## config.mk

```make
export PLATFORM = sky130hd
export DESIGN_NAME = nn_neuron_mac
export DESIGN_NICKNAME = d
export VERILOG_FILES = /design/src/rtl/nn_neuron_mac.sv
export SDC_FILE = /design/constraint.sdc
export NUM_CORES = 1
export LEC_CHECK = 0
export CAP_MARGIN = 20
export CORE_ASPECT_RATIO = 1.4
export CORE_MARGIN = 5
export CORE_UTILIZATION = 57
export CTS_CLUSTER_SIZE = 8
export DETAILED_ROUTE_END_ITERATION = 7
export MAX_ROUTING_LAYER = met4
export PLACE_DENSITY_LB_ADDON = 0.05
export SKIP_CTS_REPAIR_TIMING = 1
export SLEW_MARGIN = 10
export SYNTH_ARGS = -nofsm -noshare
export SYNTH_HDL_FRONTEND = slang
export SYNTH_SLANG_ARGS = --single-unit
```

## constraint.sdc

```tcl
create_clock -name clk_i -period 3.2 [get_ports clk_i]
set_input_delay 0.64 -clock clk_i [delete_from_list [all_inputs] [get_ports clk_i]]
set_output_delay 0.64 -clock clk_i [all_outputs]
set_load 0.02 [all_outputs]
```

## src/rtl/nn_neuron_mac.sv

```systemverilog
// nn_neuron_mac - streaming neuron engine: out = sat((bias << FRAC_W + sum(act*wgt)) >>> FRAC_W)
//
// Ports:
//   clk_i, reset_i        clock (rising edge), asynchronous active-low reset
//   start_i               begin an operation (sampled only while idle)
//   beat_count_i, bias_i  beats in this operation and signed bias, latched with start_i
//   busy_o                high whenever an operation is in progress
//   in_valid_i/in_ready_o input beat handshake; act_i/wgt_i carry LANES packed pairs
//   out_valid_o/out_ready_i result handshake; out_data_o is the saturated result
//   done_o                high in the cycle the result is handed over
//
// Optional build macro: NN_NEURON_RELU_EN - clamps negative results to zero.
module nn_neuron_mac #(
  parameter int DATA_W = 16,
  parameter int FRAC_W = 8,
  parameter int LANES  = 1,
  parameter int CNT_W  = 16,
  parameter int ACC_W  = 48
) (
  input  logic                    clk_i,
  input  logic                    reset_i,
  input  logic                    start_i,
  input  logic [CNT_W-1:0]        beat_count_i,
  input  logic [DATA_W-1:0]       bias_i,
  output logic                    busy_o,
  input  logic                    in_valid_i,
  output logic                    in_ready_o,
  input  logic [LANES*DATA_W-1:0] act_i,
  input  logic [LANES*DATA_W-1:0] wgt_i,
  output logic                    out_valid_o,
  input  logic                    out_ready_i,
  output logic [DATA_W-1:0]       out_data_o,
  output logic                    done_o
);

  typedef enum logic [1:0] {
    ST_IDLE   = 2'd0,
    ST_ACCUM  = 2'd1,
    ST_FINISH = 2'd2,
    ST_OUTPUT = 2'd3
  } state_e;

  // Signed DATA_W range limits, sign-extended to accumulator width.
  localparam logic signed [ACC_W-1:0] SAT_MAX = $signed({{(ACC_W-DATA_W+1){1'b0}}, {(DATA_W-1){1'b1}}});
  localparam logic signed [ACC_W-1:0] SAT_MIN = $signed({{(ACC_W-DATA_W+1){1'b1}}, {(DATA_W-1){1'b0}}});
  localparam logic [CNT_W-1:0]        CNT_ONE = {{(CNT_W-1){1'b0}}, 1'b1};

  state_e              state_q, state_d;
  logic [ACC_W-1:0]    acc_q, acc_d;
  logic [CNT_W-1:0]    rem_q, rem_d;
  logic [DATA_W-1:0]   out_data_q, out_data_d;
  logic                busy_q, in_ready_q, out_valid_q;
  logic [ACC_W-1:0]    beat_sum;

  // Signed product of one lane, sign-extended to accumulator width. Operands are
  // widened first so the multiply is full precision at 2*DATA_W bits.
  function automatic logic [ACC_W-1:0] lane_prod(input logic [DATA_W-1:0] a,
                                                 input logic [DATA_W-1:0] b);
    logic signed [2*DATA_W-1:0] a_x;
    logic signed [2*DATA_W-1:0] b_x;
    logic signed [2*DATA_W-1:0] p;
    a_x = $signed({{DATA_W{a[DATA_W-1]}}, a});
    b_x = $signed({{DATA_W{b[DATA_W-1]}}, b});
    p   = a_x * b_x;
    return {{(ACC_W-2*DATA_W){p[2*DATA_W-1]}}, p};
  endfunction

  // Drop fractional bits (floor), clamp to DATA_W signed range, optional ReLU.
  function automatic logic [DATA_W-1:0] sat_shift(input logic [ACC_W-1:0] acc);
    logic signed [ACC_W-1:0] sh;
    logic [DATA_W-1:0]       r;
    sh = $signed(acc) >>> FRAC_W;
    if (sh > SAT_MAX) begin
      r = SAT_MAX[DATA_W-1:0];
    end else if (sh < SAT_MIN) begin
      r = SAT_MIN[DATA_W-1:0];
    end else begin
      r = sh[DATA_W-1:0];
    end
`ifdef NN_NEURON_RELU_EN
    if (r[DATA_W-1]) begin
      r = {DATA_W{1'b0}};
    end else begin
      r = r;
    end
`else
    r = r;
`endif
    return r;
  endfunction

  // Sum of all lane products of the current input beat.
  always_comb begin
    beat_sum = {ACC_W{1'b0}};
    for (int k = 0; k < LANES; k++) begin
      beat_sum = beat_sum + lane_prod(act_i[k*DATA_W +: DATA_W], wgt_i[k*DATA_W +: DATA_W]);
    end
  end

  // Next-state and datapath update.
  always_comb begin
    state_d    = state_q;
    acc_d      = acc_q;
    rem_d      = rem_q;
    out_data_d = out_data_q;
    case (state_q)
      ST_IDLE: begin
        if (start_i) begin
          rem_d = beat_count_i;
          acc_d = {{(ACC_W-DATA_W){bias_i[DATA_W-1]}}, bias_i} << FRAC_W;
          if (beat_count_i != {CNT_W{1'b0}}) begin
            state_d = ST_ACCUM;
          end else begin
            state_d = ST_FINISH;
          end
        end else begin
          state_d = ST_IDLE;
        end
      end
      ST_ACCUM: begin
        if (in_valid_i && in_ready_q) begin
          acc_d = acc_q + beat_sum;
          rem_d = rem_q - CNT_ONE;
          if (rem_q == CNT_ONE) begin
            state_d = ST_FINISH;
          end else begin
            state_d = ST_ACCUM;
          end
        end else begin
          state_d = ST_ACCUM;
        end
      end
      ST_FINISH: begin
        out_data_d = sat_shift(acc_q);
        state_d    = ST_OUTPUT;
      end
      ST_OUTPUT: begin
        if (out_ready_i) begin
          state_d = ST_IDLE;
        end else begin
          state_d = ST_OUTPUT;
        end
      end
      default: begin
        state_d = ST_IDLE;
      end
    endcase
  end

  // State, datapath and status flops; status flags are decoded from the next state
  // so they are glitch-free registered copies of the current state.
  always_ff @(posedge clk_i or negedge reset_i) begin
    if (!reset_i) begin
      state_q     <= ST_IDLE;
      acc_q       <= {ACC_W{1'b0}};
      rem_q       <= {CNT_W{1'b0}};
      out_data_q  <= {DATA_W{1'b0}};
      busy_q      <= 1'b0;
      in_ready_q  <= 1'b0;
      out_valid_q <= 1'b0;
    end else begin
      state_q     <= state_d;
      acc_q       <= acc_d;
      rem_q       <= rem_d;
      out_data_q  <= out_data_d;
      busy_q      <= (state_d != ST_IDLE);
      in_ready_q  <= (state_d == ST_ACCUM);
      out_valid_q <= (state_d == ST_OUTPUT);
    end
  end

  assign busy_o      = busy_q;
  assign in_ready_o  = in_ready_q;
  assign out_valid_o = out_valid_q;
  assign out_data_o  = out_data_q;
  // Must be high in the handshake cycle itself, so it cannot be registered.
  assign done_o      = out_valid_q & out_ready_i;

endmodule

```

==> flow_summary.yaml, run 1 <==
finish:
  regArea_um2: 2130
  fillerInstances: 1827
  drive_gt1_frac: 0.349
  nNetsFinal: 2862
  design_area_um2: 23700
  multi_input_area_um2: 14800
  syn2layout_area_growth_pct: 42.7
  diodes: 0
route:
  vias: 15672
  ant_nets: 0
  wl_per_cell_um: 18.2
  dr.pass1.iters: 5
  via_per_inst: 5.63
  remaining_drc_errors: 0
  drtIter0Drc: 900
  totalWireLength_um: 50700
sta:
  final.setup_skew_ps: 9.90
  period_minus_slack_ps: 8360
  fmax_ghz: 0.120
  rsz0062_at_grt: "yes"
  maxSlewHeadroom: 0.564
  worstMarginPinSlew_ps: 651
  setup_ws_ps: -5160
  drv_slew: 0
  post-route-period-util: 2.61
  setup_viol: 45
  hold_viol_final: 0
synth:
  synth_nets: 2403
  netlist_instances: 1940
  synth_ff_type: "dfrtp_1"
  ys_ff_latch: 85
  avgSynthCellArea_um2: 8.55
  async_flop_share: 1.00
  yosys_warnings: 0
  synth_edf_count: 0
  seq_area_frac_synth: 0.128
  synth_area_um2: 16600
  synthDistinctLibCells: 68
global_route:
  gr-max-usage-layer: "met2"
  grt_max_degree: 61
  grt_pass1_wl_um: 77100
  use_met3: 0.0309
  grt_pass1_vias: 16575
  globalRouteMet2Util: 0.534
  track_usage: 0.295
  antenna_found_initial: 0
  met1_usage: 0.329
  overflow: 0
die:
  initial_core_util: 0.573
  core_um2: 29000
  dieArea_um2: 32700
  dieHeight_um: 212
  rows: 74
  die_x_um: 154
  num_io_pins: 89
setup_path:
  slowest_stage: "fa_2"
  worst_ep_required_time_ps: 3480
  path_buf_inv: 10
  arrival_ps: 8640
  worst_path_largest_cell_delay_ps: 590
  crit_family: "adder cells"
  path_max_fanout: 6
  critical_path_class: "primary input to flop"
  startpoint_type: "primary input"
  critPathCaptureType: "flop"
cts:
  cts_tree: "built"
  numClockSinks: 85
  cts-htree-levels: 3
  clockRootBuffer: "clkbuf_16"
  cts_buffers: 9
  clk_latency_ps: 370
  cts.clk_slew.worst_paths_ps: 70
  cts.path.max_buffers: 2
min_path:
  hp-class: "primary input to async pin"
outcome:
  violations: "negative setup slack"
  status: "finished with violations"
placement:
  placed_cell_area_um2: 21200
  port_buffers: 88
  gp_congestion: 0.934
  dp_hpwl_um: 38400
run:
  drv_cap: 0
## cell families after synthesis
| logic type | after synthesis | synth area share |
|---|---|---|
| buf+inv | 426 | 0.0964 |
| simple gates | 570 | 0.171 |
| fa+ha+maj | 394 | 0.416 |
| xor+xnor | 70 | 0.0369 |
| mux | 3 | 0.00189 |
| flops | 85 | 0.128 |
| compound gates | 392 | 0.149 |
## registers in the layout, summed over array words and instances, names as in the netlist
register / flops
acc_q: 48
out_data_o: 16
rem_q: 16
state_q: 2
busy_o: 1
in_ready_o: 1
out_valid_o: 1
## routing by layer
| metal | vias to the layer above | wire length (um) |
|---|---|---|
| li1 | 7202 | - |
| met1 | 7771 | 18400 |
| met2 | 484 | 27300 |
| met3 | 215 | 2090 |
| met4 | 0 | 2950 |
| met5 | - | 0 |
## path summary, 6_finish.rpt
path / slack (ps) / cells after the start / start / to
worst max-delay path: -5160 / 36 / act_i[8] / acc_q[47]
worst min-delay path: 240 / 1 / reset_i / acc_q[13]
worst max register to register: -110 / 10 / acc_q[9] / acc_q[44]
worst min register to register: 480 / 2 / rem_q[5] / rem_q[5]
max in group asynchronous: 2280 / 2 / reset_i / acc_q[29]
min in group clk_i: 480 / 2 / rem_q[5] / rem_q[5]
## through the flow
| stage | hold WS, ps | utilization | TNS [ps] | instances | setup WS (ps) |
|---|---|---|---|---|---|
| 5_1_grt | 284 | 0.817 | -187930 | 2784 | -5460 |
| 3_3_place_gp | 457 | 0.733 | -212040 | 2694 | -5980 |
| 6_report | 235 | 0.817 | -177010 | 2784 | -5160 |
| 4_1_cts | 247 | 0.744 | -197860 | 2710 | -5770 |
| 3_5_place_dp | 462 | 0.733 | -213420 | 2694 | -6120 |
| 2_1_floorplan | 344 | - | -155570 | 1940 | -5210 |
## placed cells by master (no fill, tap or decap), types with 10 or more instances in the layout
cell,instances
buf_12,10
nor2_1,81
xnor2_1,36
dfrtp_1,85
ha_4,50
fa_2,31
nand2_1,168
xnor2_2,12
o21ai_0,42
ha_1,76
a21oi_1,91
o21ai_1,35
buf_6,89
a21oi_2,27
nand2_2,16
fa_1,232
and2_1,89
o21a_1,16
inv_2,60
nor2_2,10
nor4_1,11
nand2b_1,18
clkdlybuf4s50_1,56
nor3_1,15
xor2_1,17
nand4_1,17
and2_4,42
o21bai_1,11
inv_1,286
clkbuf_2,11
buf_4,338
a21o_1,43
nand3_1,18
nor2b_1,13
o211ai_1,10
clkbuf_16,12
o21ai_2,10
## cells in the mapped netlist (3+ instances only)
library cell / count / area, um^2
a31oi_1: 8 / 50.1
and2_1: 132 / 826
o21ai_0: 90 / 450
ha_1: 131 / 1640
nand4_1: 17 / 106
nor4_1: 13 / 81.3
a32oi_1: 3 / 26.3
nand2b_1: 20 / 125
xnor2_1: 51 / 447
nand2_1: 193 / 724
nand3_1: 22 / 110
nor3_1: 20 / 100
nor2_1: 92 / 345
nand3b_1: 3 / 22.5
dfrtp_1: 85 / 2130
a211o_1: 3 / 26.3
a31o_2: 5 / 43.8
a221o_1: 8 / 80.1
o31ai_1: 8 / 60.1
a21o_1: 44 / 330
a21oi_1: 126 / 631
o211ai_1: 10 / 75.1
and4_1: 7 / 61.3
a22oi_1: 6 / 45.0
clkbuf_1: 75 / 282
a22o_1: 3 / 26.3
a221oi_1: 4 / 35.0
o211a_1: 3 / 30.0
or2_2: 4 / 25.0
o21bai_1: 12 / 90.1
and3_1: 14 / 87.6
o22ai_1: 3 / 18.8
or3_1: 11 / 68.8
inv_1: 350 / 1310
fa_1: 263 / 5270
a311oi_1: 4 / 35.0
o21a_1: 17 / 128
a211oi_1: 11 / 82.6
nor2b_1: 13 / 81.3
a21boi_0: 3 / 22.5
xor2_1: 19 / 166
## cell type report
type,count,share of cell area
clock buffers,10,0.00967
clock inverters,6,0.00301
inverters,350,0.0560
multi-input cells,1429,0.626
flip-flops and latches,85,0.0899
well taps,380,0.0201
repair buffers,524,0.196
Power of run 1 is left out: the tool's default activity adds up to more than one toggle a clock period on the data nets, which glitch-free logic cannot reach.
==> run 2, diff against run 1 <==
--- a/config.mk
+++ b/config.mk
@@ -8,11 +8,11 @@
 export CAP_MARGIN = 20
 export CORE_ASPECT_RATIO = 1.4
 export CORE_MARGIN = 5
-export CORE_UTILIZATION = 57
+export CORE_UTILIZATION = 62
 export CTS_CLUSTER_SIZE = 8
 export DETAILED_ROUTE_END_ITERATION = 7
 export MAX_ROUTING_LAYER = met4
-export PLACE_DENSITY_LB_ADDON = 0.05
+export PLACE_DENSITY = 0.79
 export SKIP_CTS_REPAIR_TIMING = 1
 export SLEW_MARGIN = 10
 export SYNTH_ARGS = -nofsm -noshare
==> constraint.sdc (replaced) <==
create_clock -name clk_i -period 8.4 [get_ports clk_i]
set_input_delay 1.68 -clock clk_i [delete_from_list [all_inputs] [get_ports clk_i]]
set_output_delay 1.68 -clock clk_i [all_outputs]
set_load 0.02 [all_outputs]
==> run 2 against run 1 <==
  * The run still ends with negative setup slack left
  * Clock skew about the same
  * Non-clock buffer count down 68
  * Via count rose by 2.0%
  * Wire length increased by 6.3%
  * Clock-buffer cell count is 1 lower
  * Die area decreased by 7.6%
  * First-iteration DRC count increased by 21%
  * Utilization increased by 1.2 points
  * Cell area down 6.7%
  * Sequential share of layout area is 0.64 points higher
  * Cell count down 4.3%
  * Critical endpoint unchanged
  * Largest cell class unchanged
  * Highest routed layer unchanged
==> flow_summary.yaml, run 2 (synthesis gave the netlist of run 1 again) <==
outcome:
  status: "finished with violations"
  violations: "negative setup slack"
placement:
  dp_hpwl_um: 38300
  dpl_worst_slack_ps: -2040
  gp_congestion: 0.961
  placed_cell_area_um2: 20400
  placed_cells: 2598
  port_buffers: 88
setup_path:
  cp-startpoint: "wgt_i[5]"
  r2r-start: "acc_q[9]"
  worst_ep_required_time_ps: 8670
  critPathCaptureType: "flop"
  worst_path_largest_cell_delay_ps: 620
  slowest_stage: "fa_2"
  startpoint_type: "primary input"
  arrival_ps: 9910
  path_max_fanout: 6
  critical_path_class: "primary input to flop"
route:
  dr.pass1.iters: 6
  ant_nets: 0
  wl_per_cell_um: 20.2
  drtIter0Drc: 1088
  via_per_inst: 6.00
  remaining_drc_errors: 0
  vias: 15979
  totalWireLength_um: 53900
sta:
  final.setup_skew_ps: 9.79
  setup_viol: 29
  hold_viol_final: 0
  post-route-period-util: 1.15
  worstMarginPinSlew_ps: 1020
  setup_ws_ps: -1240
  rsz0062_at_grt: "yes"
  fmax_ghz: 0.104
  maxSlewHeadroom: 0.320
  drv_slew: 0
  period_minus_slack_ps: 9640
global_route:
  overflow: 0
  grt_pass1_vias: 16440
  grt_max_degree: 79
  antenna_found_initial: 0
  track_usage: 0.325
  grt_pass1_wl_um: 77900
die:
  dieArea_um2: 30200
  die_x_um: 148
  core_um2: 26700
  rows: 71
  num_io_pins: 89
  initial_core_util: 0.623
  dieHeight_um: 204
min_path:
  hp-class: "flop to flop"
  holdCritStartpoint: "acc_q[2]"
finish:
  regMostFlops: "acc_q"
  diodes: 0
  drive_gt1_frac: 0.284
  layoutNonFillerInstCount: 2663
  largest_register_ffs: 48
  design_area_um2: 22100
  nNetsFinal: 2794
  mostFrequentLayoutCells: "buf_4, inv_1, fa_1"
  final_common_cell: "buf_4"
  syn2layout_area_growth_pct: 33.1
cts:
  clockRootBuffer: "clkbuf_16"
  cts_tree: "built"
  cts.clk_slew.worst_paths_ps: 70
  clk_latency_ps: 360
  numClockSinks: 85
  cts_buffers: 9
  cts.path.max_buffers: 2
  cts-htree-levels: 3
run:
  drv_cap: 0
==> run 2: area by class of cell <==
cell class | instances | area, um^2
Inverter | 350 | 1320
Clock buffer | 9 | 225
Timing Repair Buffer | 456 | 3850
Multi-Input combinational cell | 1429 | 14100
Sequential cell | 85 | 2130
Clock inverter | 6 | 71.3
Tap cell | 328 | 410
Fill cell | 1522 | 4560
==> run 2: worst max-delay path: cells and delay by family <==
kind | cells | cell delay (ps)
adder cells (fa/ha/maj) | 8 | 3690
AND/OR/NAND/NOR | 3 | 400
buffers and inverters | 10 | 950
AO/OA/AOI/OAI | 15 | 3130
==> run 2: path summary, 6_finish.rpt <==
path	slack, ps	depth (start not counted)	end
min in group asynchronous	1140	1	acc_q[37]
hold reg to reg	490	2	acc_q[2]
setup / recovery	-1240	36	acc_q[47]
max in group asynchronous	6370	3	out_data_o[5]
hold / removal	490	2	acc_q[2]
setup reg to reg	4960	10	acc_q[44]
==> run 2: metrics by stage <==
stage	hold WS, ps	util	setup TNS [ps]
2_1_floorplan	442	-	-6190
3_3_place_gp	452	0.764	-40520
3_5_place_dp	476	0.764	-46160
4_1_cts	489	0.775	-34950
5_1_grt	522	0.829	-24510
6_report	488	0.829	-19080
==> run 2: layer usage <==
layer	wire length (um)	up-vias	GRT usage
met3	3150	274	0.0329
li1	-	7054	-
met5	0	-	-
met2	28400	795	0.598
met1	19100	7856	0.371
met4	3180	0	0.107
Power of run 2 is left out for the same reason.
==> run 3, diff against run 2 <==
--- a/config.mk
+++ b/config.mk
@@ -9,7 +9,7 @@
 export CORE_ASPECT_RATIO = 1.4
 export CORE_MARGIN = 5
 export CORE_UTILIZATION = 62
-export CTS_CLUSTER_SIZE = 8
+export CTS_CLUSTER_SIZE = 24
 export DETAILED_ROUTE_END_ITERATION = 7
 export MAX_ROUTING_LAYER = met4
 export PLACE_DENSITY = 0.79
==> results of run 3 <==
No change in the layout: final DEF, timing and power equal those of run 2.
Power of run 3 is left out for the same reason.
